<file path="src/rtl/ddp_hs_pkg.sv">
// Shared types and helpers for the Send/Ack handshake sink.
package ddp_hs_pkg;

   localparam int unsigned DEF_DATA_W = 32;

   typedef enum logic [1:0] {
      IDLE   = 2'd0,
      STALL  = 2'd1,
      ACK_HI = 2'd2
   } hs_state_e;

   // Occupancy counter width: must represent 0..depth inclusive.
   function automatic int unsigned cnt_w(input int unsigned depth);
      return $clog2(depth + 1);
   endfunction

endpackage

</file>
<file path="src/rtl/hs_sync.sv">
// N-flop synchroniser for a single asynchronous level; all stages reset to 0.
module hs_sync #(
   parameter int unsigned SYNC_STAGES = 2
) (
   input  logic clk_i,
   input  logic rst_ni,
   input  logic d_i,
   output logic q_o
);

   logic [SYNC_STAGES-1:0] sync_q;
   logic [SYNC_STAGES-1:0] sync_d;

   assign sync_d = {sync_q[SYNC_STAGES-2:0], d_i};

   always_ff @(posedge clk_i) begin
      if (!rst_ni) begin
         sync_q <= '0;
      end else begin
         sync_q <= sync_d;
      end
   end

   assign q_o = sync_q[SYNC_STAGES-1];

endmodule

</file>
<file path="src/rtl/hs_sync_sink.sv">
// Clocked sink for a self-timed Send/Ack chain: synchronise Send_in, store Data_in, return Ack_out.
// HS_4PHASE_EN selects 4-phase return-to-zero signalling; default is 2-phase transition signalling.
module hs_sync_sink
   import ddp_hs_pkg::*;
#(
   parameter int unsigned DATA_W      = DEF_DATA_W,
   parameter int unsigned DEPTH       = 4,
   parameter int unsigned SYNC_STAGES = 2
) (
   input  logic                      CLK,
   input  logic                      MR,
   input  logic                      Send_in,
   input  logic [DATA_W-1:0]         Data_in,
   output logic                      Ack_out,
   output logic [DATA_W-1:0]         Dout,
   output logic                      Dout_valid,
   input  logic                      Dout_ready,
   output logic [cnt_w(DEPTH)-1:0]   Count
);

   localparam int unsigned CNT_W = cnt_w(DEPTH);
   localparam int unsigned PTR_W = $clog2(DEPTH);

   logic              send_s;
   hs_state_e         state_q, state_d;
   logic              ack_q, ack_d;
   logic              push_c, pop_c, full_c;
   logic [PTR_W-1:0]  wr_ptr_q, wr_ptr_d;
   logic [PTR_W-1:0]  rd_ptr_q, rd_ptr_d;
   logic [CNT_W-1:0]  count_q, count_d;
   logic [DATA_W-1:0] mem_q [DEPTH];

   hs_sync #(
      .SYNC_STAGES(SYNC_STAGES)
   ) u_send_sync (
      .clk_i  (CLK),
      .rst_ni (MR),
      .d_i    (Send_in),
      .q_o    (send_s)
   );

   // Fullness is judged on the start-of-cycle count: a pop never frees a slot for the same edge.
   assign full_c = (count_q == CNT_W'(DEPTH));
   assign pop_c  = Dout_valid && Dout_ready;

`ifndef HS_4PHASE_EN
   logic pending_c;
   assign pending_c = send_s ^ ack_q;
`endif

   always_ff @(posedge CLK) begin
      if (!MR) begin
         state_q <= IDLE;
      end else begin
         state_q <= state_d;
      end
   end

   always_comb begin
      state_d = state_q;
`ifdef HS_4PHASE_EN
      case (state_q)
         IDLE:    if (send_s && !full_c) state_d = ACK_HI;
         ACK_HI:  if (!send_s) state_d = IDLE;
         default: state_d = IDLE;
      endcase
`else
      case (state_q)
         IDLE, STALL: state_d = (pending_c && full_c) ? STALL : IDLE;
         default:     state_d = IDLE;
      endcase
`endif
   end

   always_comb begin
      push_c = 1'b0;
      ack_d  = ack_q;
`ifdef HS_4PHASE_EN
      case (state_q)
         IDLE: begin
            if (send_s && !full_c) begin
               push_c = 1'b1;
               ack_d  = 1'b1;
            end
         end
         ACK_HI:  if (!send_s) ack_d = 1'b0;
         default: ack_d = 1'b0;
      endcase
`else
      case (state_q)
         IDLE, STALL: begin
            if (pending_c && !full_c) begin
               push_c = 1'b1;
               ack_d  = ~ack_q;
            end
         end
         default: ack_d = ack_q;
      endcase
`endif
   end

   always_comb begin
      wr_ptr_d = push_c ? wr_ptr_q + PTR_W'(1) : wr_ptr_q;
      rd_ptr_d = pop_c  ? rd_ptr_q + PTR_W'(1) : rd_ptr_q;
      count_d  = count_q;
      case ({push_c, pop_c})
         2'b10:   count_d = count_q + CNT_W'(1);
         2'b01:   count_d = count_q - CNT_W'(1);
         default: count_d = count_q;
      endcase
   end

   always_ff @(posedge CLK) begin
      if (!MR) begin
         ack_q    <= 1'b0;
         wr_ptr_q <= '0;
         rd_ptr_q <= '0;
         count_q  <= '0;
      end else begin
         ack_q    <= ack_d;
         wr_ptr_q <= wr_ptr_d;
         rd_ptr_q <= rd_ptr_d;
         count_q  <= count_d;
      end
   end

   // Storage needs no reset: pointers and count define what is valid.
   always_ff @(posedge CLK) begin
      if (push_c) begin
         mem_q[wr_ptr_q] <= Data_in;
      end
   end

   assign Ack_out    = ack_q;
   assign Dout       = mem_q[rd_ptr_q];
   assign Dout_valid = (count_q != '0);
   assign Count      = count_q;

endmodule
</file>
<file path="config.mk">
export PLATFORM = sky130hd
export DESIGN_NAME = hs_sync_sink
export DESIGN_NICKNAME = d
export VERILOG_FILES = /design/src/rtl/ddp_hs_pkg.sv /design/src/rtl/hs_sync.sv /design/src/rtl/hs_sync_sink.sv
export SDC_FILE = /design/constraint.sdc
export NUM_CORES = 1
export LEC_CHECK = 0
export CORE_UTILIZATION = 54
export CTS_CLUSTER_DIAMETER = 50
export CTS_CLUSTER_SIZE = 30
export DETAILED_ROUTE_END_ITERATION = 16
export HOLD_SLACK_MARGIN = 0.05
export PLACE_DENSITY = 0.91
export SYNTH_ARGS = -nofsm -noshare
export SYNTH_HDL_FRONTEND = slang
export SYNTH_SLANG_ARGS = --single-unit
</file>
<file path="constraint.sdc">
create_clock -name CLK -period 2.8 [get_ports CLK]
set_clock_uncertainty 0.15 [all_clocks]
set_input_delay 0.42 -clock CLK [delete_from_list [all_inputs] [get_ports CLK]]
set_output_delay 0.42 -clock CLK [all_outputs]
set_load 0.005 [all_outputs]
</file>
==> impl_metrics.json <==
{
  "ys_seq_area_share_pct": 78.01,
  "clk_latency_ns": 0.51,
  "timing.final.hold_violations": 0,
  "grt_start_max_net_pins": 33,
  "cts.clk_slew.worst_paths_ns": 0.06,
  "crit_fanout": 16,
  "yosysWarnings": 0,
  "reg2reg_from": "Count[2]",
  "worstRegToRegCells": 9,
  "p_sw_w": 0.001406,
  "place_hpwl_um": 5355,
  "ios": 73,
  "slowest_stage": "mux4_2",
  "p_sw_share_pct": 24.66,
  "top_usage_layer": "met2",
  "peakVddDrop_mv": 0.5749,
  "final_cell_mix": "128 x edfxtp_1, 72 x clkdlybuf4s50_1, 32 x mux4_2",
  "grt_antenna_before_repair": 0,
  "pwr-share-clk_pct": 37.4,
  "max_slew_margin_pct": 66.26,
  "fin_cells": 458,
  "grtUsageTotal_pct": 20.58,
  "cp_data_required_time_ns": 2.23,
  "synthDistinctLibCells": 23,
  "report.final.slew_viol_count": 0,
  "final_cell_area_sq_mm": 0.006751,
  "intPower_w": 0.004296,
  "dp_cells": 425,
  "routedWlPerCell_um": 21.43,
  "syn_nets": 268,
  "clockBufferDepth": 2,
  "drive_gt1_share_pct": 23.71,
  "mostFrequentLayoutCell": "edfxtp_1",
  "power_density_mw_per_mm2": 844.6,
  "gr-usage-met3_pct": 6.033,
  "vias": 2513,
  "rsz0062_at_grt": "no",
  "ant_nets": 0,
  "worstReg2RegEnd": "Count[2]",
  "postCtsSetupBuffers": 0,
  "via_per_inst": 5.487,
  "crit_arrival_ns": 2.17,
  "cp-end-kind": "output pin",
  "area_growth_pct": 28.97,
  "hold_path_end": "u_send_sync.sync_q[1]",
  "critPathKind": "flip-flop to output pin",
  "fin_crit_sh_pct": 97.83,
  "grt_pass1_wl_um": 14540,
  "syn_avg_cell_area_sq_um": 23.16,
  "path_buf_inv": 2,
  "fmax_mhz": 365.1,
  "hold_class": "flip-flop to flip-flop",
  "drcViolationCount": 0,
  "htree_levels": 4,
  "tightest_slew_ns": 0.5061,
  "placementRows": 35,
  "synthCells": 226,
  "drt-total-wl_um": 9814,
  "p_leak_nw": 2.165,
  "maxCapViolations": 0,
  "status": "completed",
  "port_buffers": 72,
  "min_from": "u_send_sync.sync_q[0]",
  "placeableCoreArea_sq_mm": 0.009328,
  "first_global_vias": 2616,
  "path_cells": "buf_12, mux4_2, clkdlybuf4s50_1",
  "nets": 358,
  "initial_core_util_pct": 56.12,
  "numCtsBuffers": 17,
  "critPathTopFamily": "buffers and inverters",
  "die_area_sq_mm": 0.01009,
  "cts_tree": "yes",
  "holdPathStages": 1,
  "slowest_delay_ns": 0.55,
  "cts_num_sinks": 140,
  "power_frac_seq_pct": 42.8,
  "final-setup-viol-count": 0,
  "use_met1_pct": 27.03,
  "gp_congestion": 0.7136,
  "dr.pass1.iters": 4,
  "die_h_um": 100.5,
  "grtUsageMet2_pct": 33.51,
  "ys_seq_elements": 140,
  "fin_crit_ns": 2.739,
  "power_frac_comb_pct": 19.8,
  "synth_area_sq_mm": 0.005235,
  "first_iter_violations": 105,
  "dieWidth_um": 100.5,
  "insertedDiodeCount": 0,
  "place_area_sq_mm": 0.006155,
  "r2r_slack_ns": 0.34,
  "cts_root_buf": "clkbuf_8",
  "grt_overflow": 0,
  "setup_tns_ns": 0,
  "start_kind": "flip-flop"
}
## worst max-delay path by stage
| stage | cells after the start | slack [ns] | endpoint | startpoint |
|---|---|---|---|---|
| after floorplan | 9 | 0.60 | Count[2] | Count[2] |
| after global placement | 8 | 0.34 | Count[2] | Dout_ready |
| after detailed placement | 8 | 0.23 | Count[2] | Dout_ready |
| after CTS | 3 | 0.005 | Dout[30] | flip-flop |
| after global routing | 3 | 0.008 | Dout[30] | flip-flop |
| final | 3 | 0.06 | Dout[30] | flip-flop |
## layer usage
metal	wire, um	part of all wire (%)	up-vias
li1	-	-	1119
met1	3900	40	1283
met2	5188	53	109
met3	695	7.1	2
met4	30	0.31	0
met5	0	0	-
## stage by stage
stage | setup WS [ns] | util, % | hold WS (ns) | power (W)
finish | 0.06073 | 72.38 | 0.2844 | 0.005702
global route | 0.008280 | 72.38 | 0.3093 | 0.005917
CTS | 0.004967 | 72.09 | 0.2911 | 0.005695
detailed placement | 0.2277 | 65.98 | 0.2738 | 0.003568
global placement | 0.3405 | 65.98 | 0.2668 | 0.003532
floorplan | 0.5986 | - | 0.2619 | 0.003106
## cell families after synthesis
| logic type | share of synthesized area (%) |
|---|---|
| DFF | 78.01 |
| and+or+nand+nor | 2.366 |
| xor gates and xnor gates | 0.8365 |
| adders and majority gates | 1.577 |
| muxes | 14.15 |
| buffers and inverters | 2.151 |
| AOI/OAI and AO/OA | 0.9081 |
## Yosys cell counts, drive strengths merged
library cell    n  area (sq um)
xor2            1         8.760
nor2b           3         18.77
edfxtp        128          3844
a21boi          2         15.01
ha              5         62.56
o311ai          1         8.760
dfxtp          12         240.2
o21ai           3         15.01
o31a            1         8.760
nor3b           1         12.51
or3             3         18.77
inv             6         22.52
xnor2           4         35.03
and2            9         56.30
mux4           32         720.7
clkbuf          1         3.750
buf             7         86.33
nand2           3         11.26
fa              1         20.02
mux2i           2         20.02
nor2            1         6.260
## registers in the layout (all words and copies together) (netlist names), named ones only
register            cells
wr_ptr_q                2
Ack_out                 1
mem_q                 128
Count                   3
u_send_sync.sync_q      2
rd_ptr_q                2
## cell type report
| type | count | area, sq um |
|---|---|---|
| timing repair buffer | 79 | 865.8 |
| sequential | 140 | 4089 |
| fill | 559 | 2576 |
| inverter | 6 | 22.52 |
| clock buffer | 17 | 414.1 |
| clock inverter | 15 | 155.1 |
| tap | 129 | 161.4 |
| multi-input combinational | 72 | 1044 |
## power groups by stage
| stage | combinational [W] | sequential, W | clock (W) |
|---|---|---|---|
| final | 0.00113 | 0.00244 | 0.00213 |
| after global routing | 0.00121 | 0.00245 | 0.00226 |
| after CTS | 0.00111 | 0.00243 | 0.00216 |
| after detailed placement | 0.00109 | 0.00248 | 0 |
| after global placement | 0.00106 | 0.00247 | 0 |
| after floorplan | 0.000650 | 0.00246 | 0 |
## what timing repair did
item | CTS | global route
gates resized for setup | 0 | 1
setup endpoints to repair | 0 | 7
hold buffers | 0 | 0
Power figures use the tool's default switching activity.
